$ cat src/rtl/int_div_unit_if.sv
// Request/response bundle between the execute stage and the divide unit.
// The core drives the request side; the divider returns status and Result.
interface int_div_unit_if #(
   parameter int WIDTH = 32
);
   logic             start;
   logic [1:0]       op;
   logic [WIDTH-1:0] A;
   logic [WIDTH-1:0] B;
   logic             busy;
   logic             done;
   logic [WIDTH-1:0] Result;

   modport master (
      output start, op, A, B,
      input  busy, done, Result
   );

   modport slave (
      input  start, op, A, B,
      output busy, done, Result
   );
endinterface

$ cat src/rtl/int_div_unit.sv
// Radix-2 restoring divider for DIV/DIVU/REM/REMU: one quotient bit per clock,
// divide-by-zero and signed overflow resolved at issue without iterating.
//
// state  | meaning
// -------+-------------------------------------------------------------
// S_IDLE | waiting for start; Result holds last completion
// S_CALC | one restoring step per edge, 32 steps total, busy=1
// S_DONE | one-cycle done pulse, Result valid; always returns to S_IDLE
module int_div_unit #(
   parameter int WIDTH = 32
) (
   input  logic          CLK,
   input  logic          RST,
   int_div_unit_if.slave bus
);

   typedef enum logic [1:0] {
      S_IDLE = 2'd0,
      S_CALC = 2'd1,
      S_DONE = 2'd2
   } state_t;

   localparam logic [1:0]       OP_DIV  = 2'b00;
   localparam logic [1:0]       OP_REM  = 2'b10;
   localparam logic [WIDTH-1:0] MIN_NEG = {1'b1, {(WIDTH-1){1'b0}}};
   localparam logic [4:0]       CNT_END = 5'(WIDTH - 1);

   state_t           state_q, state_d;
   logic [1:0]       op_q, op_d;
   logic             a_neg_q, a_neg_d;
   logic             b_neg_q, b_neg_d;
   logic [WIDTH-1:0] dvd_q, dvd_d;
   logic [WIDTH-1:0] dvs_q, dvs_d;
   logic [WIDTH:0]   rem_q, rem_d;
   logic [4:0]       cnt_q, cnt_d;
   logic [WIDTH-1:0] result_q, result_d;

   logic             is_signed;
   logic             a_neg_in, b_neg_in;
   logic [WIDTH-1:0] a_mag, b_mag;
   logic             div_zero, sgn_ovf, special;
   logic [WIDTH-1:0] special_res;

   logic [WIDTH+1:0] shifted, diff;
   logic             step_ok;
   logic [WIDTH:0]   step_rem;
   logic [WIDTH-1:0] step_quo;
   logic [WIDTH-1:0] quo_fix, rem_fix;
   logic             last_step;

   // Issue-time decode: magnitudes and the early-out cases
   always_comb begin
      is_signed = ~bus.op[0];
      a_neg_in  = is_signed & bus.A[WIDTH-1];
      b_neg_in  = is_signed & bus.B[WIDTH-1];
      a_mag     = a_neg_in ? -bus.A : bus.A;
      b_mag     = b_neg_in ? -bus.B : bus.B;
      div_zero  = (bus.B == '0);
      sgn_ovf   = is_signed && (bus.A == MIN_NEG) && (bus.B == '1);
      special   = div_zero | sgn_ovf;
      if (div_zero) begin
         special_res = bus.op[1] ? bus.A : '1;
      end else begin
         special_res = bus.op[1] ? '0 : MIN_NEG;
      end
   end

   // Rem MSB is always 0 between steps, so the top of the wide difference is the borrow
   always_comb begin
      shifted   = {rem_q, dvd_q[WIDTH-1]};
      diff      = shifted - {2'b00, dvs_q};
      step_ok   = ~diff[WIDTH+1];
      step_rem  = step_ok ? diff[WIDTH:0] : shifted[WIDTH:0];
      step_quo  = {dvd_q[WIDTH-2:0], step_ok};
      quo_fix   = ((op_q == OP_DIV) && (a_neg_q ^ b_neg_q)) ? -step_quo : step_quo;
      rem_fix   = ((op_q == OP_REM) && a_neg_q) ? -step_rem[WIDTH-1:0]
                                                 : step_rem[WIDTH-1:0];
      last_step = (cnt_q == CNT_END);
   end

   always_ff @(posedge CLK or posedge RST) begin
      if (RST) begin
         state_q <= S_IDLE;
      end else begin
         state_q <= state_d;
      end
   end

   always_comb begin
      state_d = state_q;
      case (state_q)
         S_IDLE: begin
            if (bus.start) begin
               state_d = special ? S_DONE : S_CALC;
            end
         end
         S_CALC: begin
            if (last_step) begin
               state_d = S_DONE;
            end
         end
         S_DONE:  state_d = S_IDLE;
         default: state_d = S_IDLE;
      endcase
   end

   always_comb begin
      bus.busy   = (state_q == S_CALC);
      bus.done   = (state_q == S_DONE);
      bus.Result = result_q;
   end

   always_comb begin
      op_d     = op_q;
      a_neg_d  = a_neg_q;
      b_neg_d  = b_neg_q;
      dvd_d    = dvd_q;
      dvs_d    = dvs_q;
      rem_d    = rem_q;
      cnt_d    = cnt_q;
      result_d = result_q;
      case (state_q)
         S_IDLE: begin
            if (bus.start) begin
               op_d    = bus.op;
               a_neg_d = a_neg_in;
               b_neg_d = b_neg_in;
               dvd_d   = a_mag;
               dvs_d   = b_mag;
               rem_d   = '0;
               cnt_d   = '0;
               if (special) begin
                  result_d = special_res;
               end
            end
         end
         S_CALC: begin
            rem_d = step_rem;
            dvd_d = step_quo;
            cnt_d = cnt_q + 5'd1;
            if (last_step) begin
               result_d = op_q[1] ? rem_fix : quo_fix;
            end
         end
         default: ;
      endcase
   end

   always_ff @(posedge CLK or posedge RST) begin
      if (RST) begin
         op_q     <= '0;
         a_neg_q  <= 1'b0;
         b_neg_q  <= 1'b0;
         dvd_q    <= '0;
         dvs_q    <= '0;
         rem_q    <= '0;
         cnt_q    <= '0;
         result_q <= '0;
      end else begin
         op_q     <= op_d;
         a_neg_q  <= a_neg_d;
         b_neg_q  <= b_neg_d;
         dvd_q    <= dvd_d;
         dvs_q    <= dvs_d;
         rem_q    <= rem_d;
         cnt_q    <= cnt_d;
         result_q <= result_d;
      end
   end

endmodule

$ cat src/flat_wrapper.sv
// flat-port wrapper written by rule: the top's interface ports become plain ports
module int_div_unit_flat 
#(
   parameter int WIDTH = 32
)
  (CLK, RST, bus_start, bus_op, bus_A, bus_B, bus_busy, bus_done, bus_Result);
  int_div_unit_if #(.WIDTH(WIDTH)) bus_i ();
  input  logic CLK;
  input  logic RST;
  input wire logic [$bits(bus_i.start)-1:0] bus_start;
  input wire logic [$bits(bus_i.op)-1:0] bus_op;
  input wire logic [$bits(bus_i.A)-1:0] bus_A;
  input wire logic [$bits(bus_i.B)-1:0] bus_B;
  output wire logic [$bits(bus_i.busy)-1:0] bus_busy;
  output wire logic [$bits(bus_i.done)-1:0] bus_done;
  output wire logic [$bits(bus_i.Result)-1:0] bus_Result;
  assign bus_i.start = bus_start;
  assign bus_i.op = bus_op;
  assign bus_i.A = bus_A;
  assign bus_i.B = bus_B;
  assign bus_busy = bus_i.busy;
  assign bus_done = bus_i.done;
  assign bus_Result = bus_i.Result;
  int_div_unit #(.WIDTH(WIDTH)) u_core (.CLK(CLK), .RST(RST), .bus(bus_i));
endmodule
$ cat config.mk
export PLATFORM = sky130hd
export DESIGN_NAME = int_div_unit_flat
export DESIGN_NICKNAME = d
export VERILOG_FILES = /design/src/rtl/int_div_unit_if.sv /design/src/rtl/int_div_unit.sv /design/src/flat_wrapper.sv
export SDC_FILE = /design/constraint.sdc
export NUM_CORES = 1
export LEC_CHECK = 0
export CAP_MARGIN = 30
export CORE_ASPECT_RATIO = 0.75
export CORE_UTILIZATION = 53
export DETAILED_ROUTE_END_ITERATION = 6
export GPL_ROUTABILITY_DRIVEN = 0
export GPL_TIMING_DRIVEN = 0
export PLACE_DENSITY = 0.78
export SLEW_MARGIN = 30
export SYNTH_ARGS = -nofsm -noshare
export SYNTH_HDL_FRONTEND = slang
export SYNTH_SLANG_ARGS = --single-unit
export TNS_END_PERCENT = 1
$ cat constraint.sdc
create_clock -name CLK -period 8.9 [get_ports CLK]
set_input_delay 0.89 -clock CLK [delete_from_list [all_inputs] [get_ports CLK]]
set_output_delay 0.89 -clock CLK [all_outputs]
set_load 0.1 [all_outputs]
**After elaboration in Yosys (flattened, before gate mapping)**

Cells that the tools add are included.

- Add/subtract/negate cells: 6
- Multipliers: 0
- Div/mod/pow operators: 0
- Magnitude comparators: 0
- Equal/unequal tests: 9
- Shift-type cells: 0
- Multiplexer cells: 23
- Bitwise logic cells: 6
- Reduce and logical (&&, ||, !) cells: 12

Operator list:

| operator | number |
|---|---|
| 32-bit two-way mux | 12 |
| 32-bit negation | 4 |
| 32-bit one-hot mux with 2 select lines | 2 |
| 33-bit two-way mux | 2 |
| 33-bit one-hot mux with 2 select lines | 1 |
| 32-bit == test, second input constant | 2 |
| 34-bit by 32-bit subtractor with 34-bit output | 1 |
| 32-bit logical NOT | 1 |
| 5-bit one-hot mux with 2 select lines | 1 |
| 2-bit two-way mux | 3 |
| 2-bit AND reduction | 3 |
| 5-bit by 1-bit adder with 5-bit output, second input constant | 1 |
| 5-bit == test, second input constant | 1 |
| 5-bit two-way mux | 1 |
| 2-bit == test, second input constant | 2 |
| 1-bit logical AND | 4 |
| 2-bit logical NOT | 2 |
| 2-bit by 1-bit inequality test with 1-bit output, second input constant | 2 |
| 2-bit one-hot mux with 2 select lines | 1 |
| 4-bit AND reduction | 1 |
| 1-bit bitwise AND | 2 |
| 2-bit by 1-bit == test with 1-bit output, second input constant | 1 |
| 2-bit inequality test, second input constant | 1 |
| 1-bit NOT | 2 |
| 3 further kinds | 3 |

- Register bits after elaboration: 140
- Latch bits: 0
- RAM bits: 0
- Memory bits (read-only): 0
- Bits of input ports: 69
- Output and inout bits: 34
- Logic and storage cells: 65
- Memories: 0

**Depth between registers and ports, before layout**

- Word-level depth: 7
- Mapped depth: 25
- Depth with buffers taken out: 22

**Worst setup path before layout**

No wires, ideal clock.

- Path type: reg-to-reg
- Start point: reg u_core.rem_q[1]
- End point: reg u_core.result_q[28], in the netlist u_core.bus.Result[28]
- Setup time: 143 ps
- Arrival: 4,524 ps
- Data required time: 8,757 ps
- Setup slack: 4,232 ps
- Stages on the path, launching flop included: 22
- Path buffers: 2
- Period minus slack after synthesis: 4,668 ps
- Cell sequence: dfrtp_1 ha_1 o211a_1 o31ai_4 a21oi_2 o31ai_4 a21boi_1 o41a_1 buf_6 nor2_8 buf_2 mux2i_1 ha_1 nand2_1 nor3_1 nand3_1 nor4_1 nor2_1 nor4b_2 a21oi_1 xor2_1 o221ai_1

- Word-level cells in the longest chain between the ends: 7
- Elaborated cells on any way between the ends: 10

RTL lines:

| item | line | source |
|---|---|---|
| start, declared | int_div_unit.sv:34 | `logic [WIDTH:0] rem_q, rem_d;` |
| start signal, assigned | int_div_unit.sv:165 | `rem_q <= rem_d;` |
| 34-bit by 32-bit subtractor with 34-bit output | int_div_unit.sv:71 | `diff = shifted - {2'b00, dvs_q};` |
| 33-bit two-way mux or 1-bit NOT (tied branches) | int_div_unit.sv:73, int_div_unit.sv:72 |  |
| 32-bit negation, on equally long branches | int_div_unit.sv:76, int_div_unit.sv:75 |  |
| 32-bit two-way mux, on equally long branches | int_div_unit.sv:76, int_div_unit.sv:75 |  |
| 32-bit two-way mux * | int_div_unit.sv:142 | `result_d = op_q[1] ? rem_fix : quo_fix;` |
| 32-bit two-way mux * | int_div_unit.sv:141 | `if (last_step) begin` |
| 32-bit one-hot mux with 2 select lines * | int_div_unit.sv:122 | `case (state_q)` |
| end signal, assigned | int_div_unit.sv:167 | `result_q <= result_d;` |
| end, declared | int_div_unit.sv:36 | `logic [WIDTH-1:0] result_q, result_d;` |

Mark *: on every way between the ends. The rest lies on a longest branch, timed or not. The select of a mux whose other input is x is not followed.
A chain may end at the register's enable or synchronous reset.

**Final worst setup path**

- Start point: reg u_core.rem_q[18]
- End point: reg u_core.result_q[28], in the netlist u_core.bus.Result[28]

Same word-level chain as after synthesis.

==> results.toml <==
[grt]
grt_pass1_wl_um = 62940
antenna_found_initial = 2
grt_overflow_total = 0
grt_max_degree = 84
track_usage_pct = 37.83
grt_pass1_vias = 11270

[synth]
avgSynthCellArea_sq_um = 7.872
syn_inst = 1439
synth_enable_flop_cells = 0
ys_types = 74
synth_warnings = 0
synthArstFlopShare_pct = 100.0
syn-num-nets = 1548
ys_ff_latch = 140
ys.flop_type = "dfrtp_1"
ys_seq_area_share_pct = 30.93
syn_area_sq_mm = 0.01133

[route]
routed_wl_um = 40480
drt_first_pass_iters = 7
antenna_left = 0
drtIter0Drc = 2147
num_vias = 12190
post-route-drc-count = 1
via_per_inst = 6.567
post_drt_wl_per_cell_um = 21.81

[clocking]
hold_buffers = 0
cts_buffers = 17
postCtsSetupRepairBufs = 0
cts_sinks = 140
clk_path_buf_depth = 2
tritoncts = "done"
clkLatencyLatePin_ns = 0.45
root_buffer = "clkbuf_16"
clk_pin_slew_ns = 0.06
post_cts_resized = 0
ctsHtreeMaxLevel = 4

[timing]
hold_violations = 0
worst_pin_slew_ns = 1.093
fin_tns_setup_ns = 0
max_slew_margin_pct = 26.97
finClkSkew_ns = 0.01145
period_share_pct = 74.22
grt_setup_unrepaired = "false"
timing.fmax_mhz = 151.4
min_period_ns = 6.605
final-setup-viol-count = 0
slew_violations = 0
worst_slack_ns = 2.295

[hold_path]
holdPathStages = 1
min_to = "u_core.bus.Result[5]"
min_from = "u_core.bus.Result[5]"
worstHoldPathType = "flip-flop to flip-flop"

[floorplanning]
initial_core_util_pct = 54.97
coreArea_sq_mm = 0.02061
io_pins = 103
chipHeight_um = 128.6
dieArea_sq_mm = 0.02197
rows = 45
die_w_um = 170.8

[placed_design]
dp_slack_ns = 2.711
placed_cells = 1824
placedInstanceArea_sq_mm = 0.01274
dp_hpwl_um = 30950
portBuffers = 102

[cells_and_area]
fin_cells = 1856
area_growth_pct = 18.31
fin_nets = 1670
design_area_sq_mm = 0.01340
n_antenna_cell = 0
drive_gt1_share_pct = 4.828

[run_status]
violations = "design-rule violations"
status = "finished with violations"

[setup_path]
reg2reg_slack_ns = 2.29
cp_data_required_time_ns = 9.18
arrival_ns = 6.89
rr_worst_depth = 23
timing.rr.end = "u_core.bus.Result[28]"
start_kind = "flip-flop"
r2r_start = "u_core.rem_q[18]"
critical_path.max_fanout = 10
crit_type = "flip-flop to flip-flop"
cp-end-kind = "flip-flop"

[job]
cap_violations = 0
## worst max-delay path by stage
stage | start | endpoint | slack (ns) | depth (start not counted)
3_5_place_dp | u_core.rem_q[17] | u_core.bus.Result[28] | 2.71 | 24
6_report | u_core.rem_q[18] | u_core.bus.Result[28] | 2.29 | 23
5_1_grt | u_core.rem_q[21] | u_core.bus.Result[28] | 2.03 | 23
2_1_floorplan | u_core.rem_q[1] | u_core.bus.Result[28] | 4.23 | 21
3_3_place_gp | RST | u_core.dvs_q[30] | 2.16 | 2
4_1_cts | u_core.rem_q[17] | u_core.bus.Result[28] | 2.67 | 24
## flip-flops by register name (all words and copies together) (netlist names)
name and flops:
u_core.rem_q 33, u_core.bus.Result 32, u_core.dvd_q 32, u_core.dvs_q 32
u_core.cnt_q 5, u_core.op_q 2, u_core.state_q 2, u_core.a_neg_q 1
u_core.b_neg_q 1
## cell usage after synthesis, types with 4 or more instances
cell type | instances | area share, %
nand2b_1 | 12 | 0.66
o21ai_1 | 15 | 0.66
and3_1 | 5 | 0.28
a21o_1 | 12 | 0.80
nand2_1 | 163 | 5.4
and2_1 | 9 | 0.50
nor2b_1 | 18 | 0.99
o41ai_1 | 11 | 0.85
or2_2 | 6 | 0.33
a22o_1 | 5 | 0.39
xnor2_1 | 82 | 6.3
nor4_1 | 19 | 1.0
ha_1 | 39 | 4.3
o21a_1 | 4 | 0.27
or3_1 | 12 | 0.66
nand4_1 | 19 | 1.0
o221a_2 | 4 | 0.40
mux2i_1 | 27 | 2.4
a31oi_1 | 20 | 1.1
clkbuf_1 | 65 | 2.2
inv_1 | 58 | 1.9
buf_2 | 8 | 0.35
o211ai_1 | 9 | 0.60
mux2_2 | 6 | 0.60
xor2_1 | 65 | 5.0
a22oi_1 | 35 | 2.3
a211o_1 | 7 | 0.54
or4_1 | 10 | 0.66
nand3_1 | 13 | 0.57
dfrtp_1 | 140 | 31
o21ai_0 | 185 | 8.2
a21oi_1 | 113 | 5.0
a211oi_1 | 11 | 0.73
o31ai_1 | 20 | 1.3
nor2_1 | 107 | 3.5
nor3_1 | 39 | 1.7
## metal layers
layer  vias to the layer above  routed length (um)  GRT usage [%]
li1                       5433                   -              -
met1                      5752               16740          53.20
met2                       893               16310          52.68
met3                       106                6281          14.70
met4                         4                1117          12.40
met5                         -                  28              0
## area by class of cell
cell class	instances	area (sq um)
sequential	140	3503
buffer	78	314.1
clock buffer	21	470.5
timing repair buffer	103	1049
inverter	60	235.2
clock inverter	11	188.9
fill	1791	7206
tap	282	352.8
multi-input combinational	1161	7288
## cell families after synthesis
family / after synthesis / synth area share, %
AO/OA/AOI/OAI: 491 / 26.47
adder cells (fa/ha/maj): 40 / 4.485
flip-flops: 140 / 30.93
XOR/XNOR: 147 / 11.37
multiplexers: 34 / 3.115
buffers and inverters: 138 / 4.783
AND/OR/NAND/NOR: 449 / 18.86
## placed cells by master (no fill, tap or decap), types with 9 or more instances in the layout
master	instances
inv_1	57
o41ai_1	11
ha_1	39
o21ai_1	15
nor4_1	19
xnor2_1	82
a21oi_1	113
and2_1	9
mux2i_1	27
a211oi_1	11
a31oi_1	20
nor2b_1	18
or4_1	10
clkbuf_16	17
or3_1	12
clkdlybuf4s50_1	102
nand4_1	19
o31ai_1	20
a22oi_1	35
nand2_1	163
o21ai_0	185
clkbuf_1	66
a21o_1	12
dfrtp_1	140
xor2_1	65
nor3_1	39
o211ai_1	9
nand2b_1	12
nand3_1	13
nor2_1	107
## critical path, stage by stage (launching register included)
cell,delay (ns)
dfrtp_1,0.47
ha_1,0.41
and2_1,0.22
a211oi_1,0.35
or4_1,0.19
a21oi_2,0.06
nor4_1,0.37
and2_1,0.18
buf_2,0.32
nor2_8,0.10
inv_4,0.12
clkbuf_1,0.61
nor2_1,0.09
a21oi_1,0.33
ha_1,0.36
nand2_1,0.10
nor3_1,0.35
nand3_1,0.19
nor4_1,0.38
nor2_1,0.21
nor4b_2,0.52
a21oi_1,0.15
xor2_1,0.20
o221ai_1,0.15
## through the flow
stage | util [%] | hold slack (ns)
floorplan | - | 0.4494
global route | 65.03 | 0.4961
CTS | 65.03 | 0.4806
detailed placement | 61.83 | 0.4674
finish | 65.03 | 0.4735
global placement | 61.63 | 0.4591
Power is left out: the tool's default activity adds up to more than one toggle a clock period on the data nets, which glitch-free logic cannot reach.
